## src/rtl/mtl_avalon_cmd_master_if.sv

```systemverilog
// Avalon-MM bus between the command master and the MTL register slave.
// The master modport drives address/strobes/writedata; the slave modport
// drives waitrequest and readdata.
interface mtl_avalon_cmd_master_if;
    logic [7:0]  Avalon_m_address;
    logic        Avalon_m_read;
    logic        Avalon_m_write;
    logic [31:0] Avalon_m_writedata;
    logic        Avalon_m_waitrequest;
    logic [31:0] Avalon_m_readdata;

    modport master (
        output Avalon_m_address,
        output Avalon_m_read,
        output Avalon_m_write,
        output Avalon_m_writedata,
        input  Avalon_m_waitrequest,
        input  Avalon_m_readdata
    );

    modport slave (
        input  Avalon_m_address,
        input  Avalon_m_read,
        input  Avalon_m_write,
        input  Avalon_m_writedata,
        output Avalon_m_waitrequest,
        output Avalon_m_readdata
    );
endinterface

```

## src/rtl/mtl_avalon_cmd_master.sv

```systemverilog
// Avalon-MM command master for the MTL controller register slave.
// Commands are queued in a FIFO and issued one at a time. The bus strobe is
// held until the slave accepts it (or the stall timer expires), reads wait a
// fixed latency for data, and every command yields exactly one response pulse.
module mtl_avalon_cmd_master #(
    parameter int DEPTH        = 8,    // power of two, >= 2
    parameter int READ_LATENCY = 1,    // 1..4
    parameter int TIMEOUT      = 255   // >= 1
) (
    input  logic        Avalon_CLK_50,
    input  logic        Avalon_reset,

    input  logic        cmd_valid,
    output logic        cmd_ready,
    input  logic        cmd_write,
    input  logic [7:0]  cmd_address,
    input  logic [31:0] cmd_writedata,

    output logic        rsp_valid,
    output logic        rsp_write,
    output logic        rsp_timeout,
    output logic [31:0] rsp_readdata,
    output logic        busy,

    mtl_avalon_cmd_master_if.master avm
);

    localparam int AW = $clog2(DEPTH);
    localparam int CW = AW + 1;
    localparam int WW = $clog2(TIMEOUT + 1);
    localparam int LW = $clog2(READ_LATENCY + 1);

    localparam logic [CW-1:0] DEPTH_C    = CW'(DEPTH);
    localparam logic [WW-1:0] WAIT_LAST  = WW'(TIMEOUT - 1);
    localparam logic [LW-1:0] LAT_INIT   = LW'(READ_LATENCY);
    localparam logic [LW-1:0] LAT_LAST   = LW'(1);

    typedef struct packed {
        logic        write;
        logic [7:0]  address;
        logic [31:0] writedata;
    } cmd_t;

    typedef enum logic [1:0] {
        S_IDLE,
        S_ISSUE,
        S_RDWAIT,
        S_RESP
    } state_e;

    // ------------------------------------------------------------------
    // Command FIFO
    // ------------------------------------------------------------------
    cmd_t          mem_q [DEPTH];
    logic [AW-1:0] wr_ptr_q, wr_ptr_d;
    logic [AW-1:0] rd_ptr_q, rd_ptr_d;
    logic [CW-1:0] count_q,  count_d;
    logic          cmd_ready_q, cmd_ready_d;
    logic          push, pop;
    cmd_t          cmd_in;

    // ------------------------------------------------------------------
    // Transfer FSM state
    // ------------------------------------------------------------------
    state_e        state_q, state_d;
    cmd_t          hold_q, hold_d;
    logic [WW-1:0] wait_q, wait_d;
    logic [LW-1:0] lat_q, lat_d;
    logic          rsp_write_q,    rsp_write_d;
    logic          rsp_timeout_q,  rsp_timeout_d;
    logic [31:0]   rsp_readdata_q, rsp_readdata_d;

    assign cmd_in = '{write: cmd_write, address: cmd_address, writedata: cmd_writedata};

    // The holding register is only loaded in IDLE, so popping here keeps at
    // most one transfer in flight while the next command waits in the FIFO.
    assign push = cmd_valid && cmd_ready_q;
    assign pop  = (state_q == S_IDLE) && (count_q != '0);

    // FIFO pointer and occupancy next-state; pointers wrap naturally mod DEPTH.
    always_comb begin
        wr_ptr_d = wr_ptr_q;
        rd_ptr_d = rd_ptr_q;
        count_d  = count_q;
        if (push) begin
            wr_ptr_d = wr_ptr_q + 1'b1;
        end
        if (pop) begin
            rd_ptr_d = rd_ptr_q + 1'b1;
        end
        unique case ({push, pop})
            2'b10:   count_d = count_q + 1'b1;
            2'b01:   count_d = count_q - 1'b1;
            default: count_d = count_q;
        endcase
        // cmd_ready is registered so it reflects the occupancy after this edge.
        cmd_ready_d = (count_d < DEPTH_C);
    end

    // FIFO storage write.
    // NOTE: storage is not reset; only the pointers and count define validity,
    // so clearing the array would add reset fan-out for no functional gain.
    always_ff @(posedge Avalon_CLK_50) begin
        if (push) begin
            mem_q[wr_ptr_q] <= cmd_in;
        end
    end

    // FSM next-state and response capture.
    // NOTE: every variable gets its default before the case statement so no
    // path leaves a value unassigned and no latch is inferred.
    always_comb begin
        state_d        = state_q;
        hold_d         = hold_q;
        wait_d         = wait_q;
        lat_d          = lat_q;
        rsp_write_d    = rsp_write_q;
        rsp_timeout_d  = rsp_timeout_q;
        rsp_readdata_d = rsp_readdata_q;

        unique case (state_q)
            S_IDLE: begin
                if (pop) begin
                    hold_d  = mem_q[rd_ptr_q];
                    wait_d  = '0;
                    state_d = S_ISSUE;
                end
            end

            S_ISSUE: begin
                if (!avm.Avalon_m_waitrequest) begin
                    if (hold_q.write) begin
                        rsp_write_d    = 1'b1;
                        rsp_timeout_d  = 1'b0;
                        rsp_readdata_d = '0;
                        state_d        = S_RESP;
                    end else begin
                        lat_d   = LAT_INIT;
                        state_d = S_RDWAIT;
                    end
                end else if (wait_q == WAIT_LAST) begin
                    // Stalled for TIMEOUT cycles: abandon the strobe.
                    rsp_write_d    = hold_q.write;
                    rsp_timeout_d  = 1'b1;
                    rsp_readdata_d = '0;
                    state_d        = S_RESP;
                end else begin
                    wait_d = wait_q + 1'b1;
                end
            end

            S_RDWAIT: begin
                // Data is valid READ_LATENCY cycles after the accepting edge.
                if (lat_q == LAT_LAST) begin
                    rsp_write_d    = 1'b0;
                    rsp_timeout_d  = 1'b0;
                    rsp_readdata_d = avm.Avalon_m_readdata;
                    state_d        = S_RESP;
                end else begin
                    lat_d = lat_q - 1'b1;
                end
            end

            S_RESP: begin
                state_d = S_IDLE;
            end

            default: begin
                state_d = S_IDLE;
            end
        endcase
    end

    // State, pointer and response registers with synchronous reset.
    // NOTE: sequential state uses non-blocking assignments so every register
    // samples the pre-edge values, independent of statement order.
    always_ff @(posedge Avalon_CLK_50) begin
        if (Avalon_reset) begin
            wr_ptr_q       <= '0;
            rd_ptr_q       <= '0;
            count_q        <= '0;
            cmd_ready_q    <= 1'b1;
            state_q        <= S_IDLE;
            hold_q         <= '0;
            wait_q         <= '0;
            lat_q          <= '0;
            rsp_write_q    <= 1'b0;
            rsp_timeout_q  <= 1'b0;
            rsp_readdata_q <= '0;
        end else begin
            wr_ptr_q       <= wr_ptr_d;
            rd_ptr_q       <= rd_ptr_d;
            count_q        <= count_d;
            cmd_ready_q    <= cmd_ready_d;
            state_q        <= state_d;
            hold_q         <= hold_d;
            wait_q         <= wait_d;
            lat_q          <= lat_d;
            rsp_write_q    <= rsp_write_d;
            rsp_timeout_q  <= rsp_timeout_d;
            rsp_readdata_q <= rsp_readdata_d;
        end
    end

    // Outputs decode directly from registers; the strobe is a function of
    // state and the held command only, so read and write are never both high.
    assign cmd_ready              = cmd_ready_q;
    assign avm.Avalon_m_address   = hold_q.address;
    assign avm.Avalon_m_writedata = hold_q.writedata;
    assign avm.Avalon_m_write     = (state_q == S_ISSUE) &&  hold_q.write;
    assign avm.Avalon_m_read      = (state_q == S_ISSUE) && !hold_q.write;

    assign rsp_valid    = (state_q == S_RESP);
    assign rsp_write    = rsp_write_q;
    assign rsp_timeout  = rsp_timeout_q;
    assign rsp_readdata = rsp_readdata_q;
    assign busy         = (count_q != '0) || (state_q != S_IDLE);

endmodule
```

## src/flat_wrapper.sv

```systemverilog
// flat-port wrapper written by rule: the top's interface ports become plain ports
module mtl_avalon_cmd_master_flat 
#(
    parameter int DEPTH        = 8,                         
    parameter int READ_LATENCY = 1,           
    parameter int TIMEOUT      = 255          
)
  (Avalon_CLK_50, Avalon_reset, cmd_valid, cmd_ready, cmd_write, cmd_address, cmd_writedata, rsp_valid, rsp_write, rsp_timeout, rsp_readdata, busy, avm_Avalon_m_address, avm_Avalon_m_read, avm_Avalon_m_write, avm_Avalon_m_writedata, avm_Avalon_m_waitrequest, avm_Avalon_m_readdata);
  mtl_avalon_cmd_master_if avm_i ();
  input  logic Avalon_CLK_50;
  input  logic Avalon_reset;
  input  logic cmd_valid;
  output logic cmd_ready;
  input  logic cmd_write;
  input  logic [7:0] cmd_address;
  input  logic [31:0] cmd_writedata;
  output logic rsp_valid;
  output logic rsp_write;
  output logic rsp_timeout;
  output logic [31:0] rsp_readdata;
  output logic busy;
  output wire logic [$bits(avm_i.Avalon_m_address)-1:0] avm_Avalon_m_address;
  output wire logic [$bits(avm_i.Avalon_m_read)-1:0] avm_Avalon_m_read;
  output wire logic [$bits(avm_i.Avalon_m_write)-1:0] avm_Avalon_m_write;
  output wire logic [$bits(avm_i.Avalon_m_writedata)-1:0] avm_Avalon_m_writedata;
  input wire logic [$bits(avm_i.Avalon_m_waitrequest)-1:0] avm_Avalon_m_waitrequest;
  input wire logic [$bits(avm_i.Avalon_m_readdata)-1:0] avm_Avalon_m_readdata;
  assign avm_Avalon_m_address = avm_i.Avalon_m_address;
  assign avm_Avalon_m_read = avm_i.Avalon_m_read;
  assign avm_Avalon_m_write = avm_i.Avalon_m_write;
  assign avm_Avalon_m_writedata = avm_i.Avalon_m_writedata;
  assign avm_i.Avalon_m_waitrequest = avm_Avalon_m_waitrequest;
  assign avm_i.Avalon_m_readdata = avm_Avalon_m_readdata;
  mtl_avalon_cmd_master #(.DEPTH(DEPTH), .READ_LATENCY(READ_LATENCY), .TIMEOUT(TIMEOUT)) u_core (.Avalon_CLK_50(Avalon_CLK_50), .Avalon_reset(Avalon_reset), .cmd_valid(cmd_valid), .cmd_ready(cmd_ready), .cmd_write(cmd_write), .cmd_address(cmd_address), .cmd_writedata(cmd_writedata), .rsp_valid(rsp_valid), .rsp_write(rsp_write), .rsp_timeout(rsp_timeout), .rsp_readdata(rsp_readdata), .busy(busy), .avm(avm_i));
endmodule
```

## config.mk

```make
export PLATFORM = sky130hd
export DESIGN_NAME = mtl_avalon_cmd_master_flat
export DESIGN_NICKNAME = d
export VERILOG_FILES = /design/src/rtl/mtl_avalon_cmd_master_if.sv /design/src/rtl/mtl_avalon_cmd_master.sv /design/src/flat_wrapper.sv
export SDC_FILE = /design/constraint.sdc
export NUM_CORES = 1
export LEC_CHECK = 0
export ABC_AREA = 1
export BUFFER_PORTS_ARGS = -buffer_cell sky130_fd_sc_hd__buf_2
export CAP_MARGIN = 10
export CORE_UTILIZATION = 59
export CTS_CLUSTER_SIZE = 28
export DETAILED_ROUTE_END_ITERATION = 12
export PLACE_DENSITY = 0.79
export SYNTH_ARGS = -nofsm -noshare
export SYNTH_HDL_FRONTEND = slang
export SYNTH_SLANG_ARGS = --single-unit
export TNS_END_PERCENT = 50
```

## constraint.sdc

```tcl
create_clock -name Avalon_CLK_50 -period 3.44 [get_ports Avalon_CLK_50]
set_input_delay 0.516 -clock Avalon_CLK_50 [delete_from_list [all_inputs] [get_ports Avalon_CLK_50]]
set_output_delay 0.516 -clock Avalon_CLK_50 [all_outputs]
set_load 0.05 [all_outputs]
```

Word level (Yosys, flattened, before mapping)
Memories as Yosys holds them, arrays and structs flattened. A register that Yosys moved wholly into a read port is not among the register bits.
Cells that the tools add are included.
- add/sub/neg operators: 6
- $lt $le $gt $ge: 1
- eq/ne operators: 14
- multiplexer cells: 31
- reduce and logical (&&, ||, !) cells: 16
- operators by type and width (operator ; number):
    two-way mux 32 bit ; 4
    one-hot mux 32 bit (2 select lines) ; 1
    two-way mux 8 bit ; 3
    one-hot mux 8 bit (2 select lines) ; 1
    two-way mux 1 bit ; 13
    adder 8 x 1 -> 8 bit, second input constant ; 1
    == test 8 bit, second input constant ; 1
    two-way mux 2 bit ; 4
    != test 2 bit, second input constant ; 4
    one-hot mux 2 bit (4 select lines) ; 1
    one-hot mux 4 bit (2 select lines) ; 1
    AND reduction 4 bit ; 2
    adder 3 x 1 -> 3 bit, second input constant ; 2
    == test 2 bit, second input constant ; 3
    != test 3 x 2 -> 1 bit, second input constant ; 2
    one-hot mux 1 bit (2 select lines) ; 3
    AND reduction 3 bit ; 2
    nonzero test 2 bit ; 3
    adder 4 x 1 -> 4 bit, second input constant ; 1
    == test 2 x 1 -> 1 bit, second input constant ; 2
    logical AND 1 bit ; 4
    less-than comparator 4 bit, second input constant ; 1
    != test 2 x 1 -> 1 bit, second input constant ; 2
    nonzero test 4 bit ; 1
    6 further kinds ; 6
- register bits after elaboration: 56
- bits in writable memories: 328
- memories: 1
- memories (memory ; words ; bits a word ; rd ports ; clocked after Yosys merged registers in ; write ports ; RTL line ; source):
    u_core.mem_q ; 8 ; 41 ; 1 ; 1 ; 1 ; mtl_avalon_cmd_master.sv:54 ; cmd_t mem_q [DEPTH];

Logic depth before layout (Yosys ltp)
- depth in word-level cells: 5
- depth in mapped cells: 14
- depth with buffers taken out: 12

Least setup slack after synthesis
No wires, ideal clock.
- kind: flip-flop to flip-flop
- start point: register u_core.cmd_ready_q (netlist: u_core.cmd_ready)
- end point: memory u_core.mem_q[0][0] (netlist bit) (enable)
- setup time: 439 ps
- arrival: 2798 ps
- required time: 3001 ps
- slack: 202 ps
- stages on the path, launching flop included: 5
- path buffers: 0
- period minus slack after synthesis: 3238 ps
- path through: dfxtp_1 > nand2_1 > inv_1 > nand2_1 > nor2_1
- longest elaborated chain between the ends: 3
- ends and longest elaborated chain (item ; RTL line ; source):
    start, declared ; mtl_avalon_cmd_master.sv:58 ; logic cmd_ready_q, cmd_ready_d;
    start signal, assigned ; mtl_avalon_cmd_master.sv:194 ; cmd_ready_q <= cmd_ready_d;
    logical AND 1 bit ; mtl_avalon_cmd_master.sv:77 ; assign push = cmd_valid && cmd_ready_q;
    two-way mux 1 bit ; mtl_avalon_cmd_master.sv:104 ; if (push) begin
    two-way mux 1 bit (not written as such) ; mtl_avalon_cmd_master.sv:105 ; mem_q[wr_ptr_q] <= cmd_in;
    end, declared ; mtl_avalon_cmd_master.sv:54 ;
Every way passes these cells.

Worst setup path after layout
- start point: register u_core.state_q[0]
- end point: register u_core.rsp_readdata_q[16] (netlist: u_core.rsp_readdata[16])
- longest elaborated chain between the ends: 3
- elaborated cells on any way between the ends: 8
- those cells by class: eq/ne (5); mux (1); reduce/logical (2)
- ends and longest elaborated chain (item ; RTL line ; source):
    start, declared ; mtl_avalon_cmd_master.sv:65 ; state_e state_q, state_d;
    start signal, assigned ; mtl_avalon_cmd_master.sv:195 ; state_q <= state_d;
    == test 2 x 1 -> 1 bit / == test 2 bit (equally long branches) ; mtl_avalon_cmd_master.sv:121 ; unique case (state_q)
    != test 3 x 2 -> 1 bit (no source line), or another cell as far along ; - ;
    AND reduction 4 bit (no source line) ; - ;
    end signal, assigned ; mtl_avalon_cmd_master.sv:201 ; rsp_readdata_q <= rsp_readdata_d;
    end, declared ; mtl_avalon_cmd_master.sv:71 ; logic [31:0] rsp_readdata_q, rsp_readdata_d;
Parallel ways exist; a longest one is shown, timed or not.
A chain may end at the register's enable or synchronous reset.

==> reports/metrics.cfg <==
[status]
run_status=completed

[pwr]
powerDensity_nw_per_um2=820
vdd_drop_max_v=0.000968
leakagePower_nw=7.57
p_total_mw=16.1

[critical_path]
cp_common_cell=nand2_1
reg2reg_depth=12
crit_cells=12
worstPathRequired_ns=3.86
crit_type=reg -> reg
crit_path_top_delay_cell=buf_4
cp_top_family=buffers and inverters
critPathMaxStageDelay_ns=0.44
path_cells=inv_1 > ha_1 > buf_4 > nand2_1 > o21ai_1 > nor2_1 > nand2_2 > inv_2 > buf_4 > nand2_1 > nand2_1 > nor2_1
worst_setup_path_end_kind=flop
cp.arrival_ns=2.95
cp.buffers_inverters=4
cp_max_fo=36
start_kind=flop

[grt]
antenna_found_initial=3
grt_usage_pct=24.6
grt_pass1_vias=11600
grt_max_degree=248
grt_overflow=0
grt_pass1_wl_um=58600

[detailed_routing]
drtIter0Drc=1166
drc=0
drtAntennaViolNets=0
drt-total-wl_um=36900
dr.pass1.iters=6
viasPerCell=5.49
wl_per_cell_um=17.4
vias=11600

[clock_tree]
htreeDepth=2
cts.sinks=425
postCtsSetupRepairBufs=0
clock_latency_ns=0.53
ctsRootBufferMaster=clkbuf_16
numCtsBuffers=42
cts_buffer_depth=3
cts_tree=yes
cts_resized=0
clkTransAtPathRegs_ns=0.06
postCtsHoldBufs=0

[synth]
synth_nets=1703
synth.avg_cell_area_um2=10.8
synthFlopType=edfxtp_1
synth_top_area_share_pct=56.7
synth_common_cells=328 x edfxtp_1, 267 x nand2_1, 257 x nor2_1
yosysWarnings=0
ys_top_cells_by_area=edfxtp_1 57%, dfxtp_1 11%, nand2_1 5.8%
synth_area_um2=17400
synthArstFlopShare_pct=0
yosys.area.top_type=edfxtp_1
ys_ff_latch=425
syn_inst=1613
synth_edf_count=328
yosys.cell_types.count=31
yosysMostFrequentCell=edfxtp_1
yosysSeqAreaShare_pct=67.9

[sta]
slew_violations=0
min_period_ns=2.53
fmax_mhz=395
final_hold_viol_count=0
finalCritPeriodShare_pct=73.6
relSlewSlack_pct=8.17
skew_ns=0.0126
setup_viol=0
tightest_slew_ns=1.38
rsz0062_at_grt=false
tns_ns=0

[placed_design]
place_area_um2=18200
globalplace.congestion=0.869
hpwl_um=20300
io_buffers=155

[worst_hold_path]
holdPathStages=1
min_path_type=in -> reg

[die]
die-area_um2=30100
die_x_um=174
core-area_um2=28900
num_rows=62
io-pin-count=156
fp.dieH_um=174
start_util_pct=60.2

[layout]
design_area_um2=19600
fillers=2076
drive_gt1_share_pct=15.8
final_nets=1787
area_delta_synth_final_pct=13.1

[run]
drv_cap=0

[per-layer routing]
layer  vias up  track usage [%]  share of wire (%)
met1      5436             31.6                 41
met5         -                0              0.035
li1       5631                -                  -
met3        69             5.00                8.3
met2       498             42.0                 49
met4         2             8.22                2.2
[report_power, final]
part | total [mW] | switching (mW) | internal (mW)
clock | 4.76 | 1.85 | 2.91
sequential | 6.34 | 0.246 | 6.10
combinational | 5.02 | 3.66 | 1.36
total | 16.1 | 5.75 | 10.4
[cell usage in the layout, fill, tap and decap left out]
cell	count
nor3_1	1
nand2_2	4
buf_4	12
nor2_4	9
dfxtp_2	1
inv_1	109
nor2_1	249
o21bai_1	1
buf_2	155
fa_1	1
o211ai_1	82
clkbuf_1	7
inv_6	1
clkbuf_4	1
nor3_2	1
nand3_1	94
nand2_1	267
a21oi_1	60
clkinv_1	8
xnor2_1	2
edfxtp_1	328
nand3b_1	1
nand4_1	2
inv_2	7
dfxtp_4	1
diode_2	4
clkbuf_16	43
buf_12	8
nor2_2	11
clkbuf_8	4
o21ai_0	135
ha_1	12
clkinv_2	7
o21ai_1	2
bufinv_16	7
dfxtp_1	95
a21oi_2	1
inv_4	1
[worst reg2reg max path, stage by stage (launching register included)]
cell	delay (ns)
dfxtp_1	0.41
inv_1	0.12
ha_1	0.21
buf_4	0.24
nand2_1	0.13
o21ai_1	0.07
nor2_1	0.12
nand2_2	0.07
inv_2	0.39
buf_4	0.44
nand2_1	0.11
nand2_1	0.08
nor2_1	0.04
[flip-flops by register name (all words and copies together) (netlist names), 2 cells and up, named ones only]
signal,cells
u_core.mem_q,328
u_core.avm.Avalon_m_writedata,32
u_core.rsp_readdata,32
u_core.avm.Avalon_m_address,8
u_core.wait_q,8
u_core.count_q,3
u_core.rd_ptr_q,3
u_core.wr_ptr_q,3
u_core.state_q,2
[worst paths after layout]
kind / startpoint / endpoint / slack [ns]
setup reg to reg: u_core.state_q[0] / u_core.rsp_readdata[16] / 0.91
hold reg to reg: u_core.lat_q / u_core.lat_q / 0.47
setup / recovery: u_core.state_q[0] / u_core.rsp_readdata[16] / 0.91
hold / removal: cmd_writedata[30] / u_core.mem_q[0][30] / 0.25
[per-stage QoR]
stage	util [%]	setup WS, ns	std cells	hold slack [ns]
after floorplan	-	0.202	1613	0.435
after global placement	63.0	1.07	2037	0.455
after detailed placement	63.0	0.920	2037	0.461
after CTS	68.0	0.899	2114	0.233
after global routing	68.0	0.620	2114	0.244
final	68.1	0.909	2118	0.249
[cell type report]
cell class | count | area [um^2] | share of cell area (%)
inverters | 118 | 445 | 2.27
well taps | 384 | 480 | 2.45
diodes | 4 | 10.0 | 0.0509
clock inverters | 22 | 280 | 1.43
repair buffers | 175 | 1030 | 5.22
flip-flops and latches | 425 | 11800 | 60.0
clock buffers | 55 | 1160 | 5.93
multi-input cells | 935 | 4440 | 22.6
[cell families after synthesis]
group           Yosys count  synth area share [%]
simple gates            639                  14.8
fa+ha+maj                13                 0.979
xor+xnor                  2                 0.101
flops                   425                  67.9
buf+inv                 253                  6.91
compound gates          281                  9.31
No activity file was read; power rests on OpenSTA's default activity.
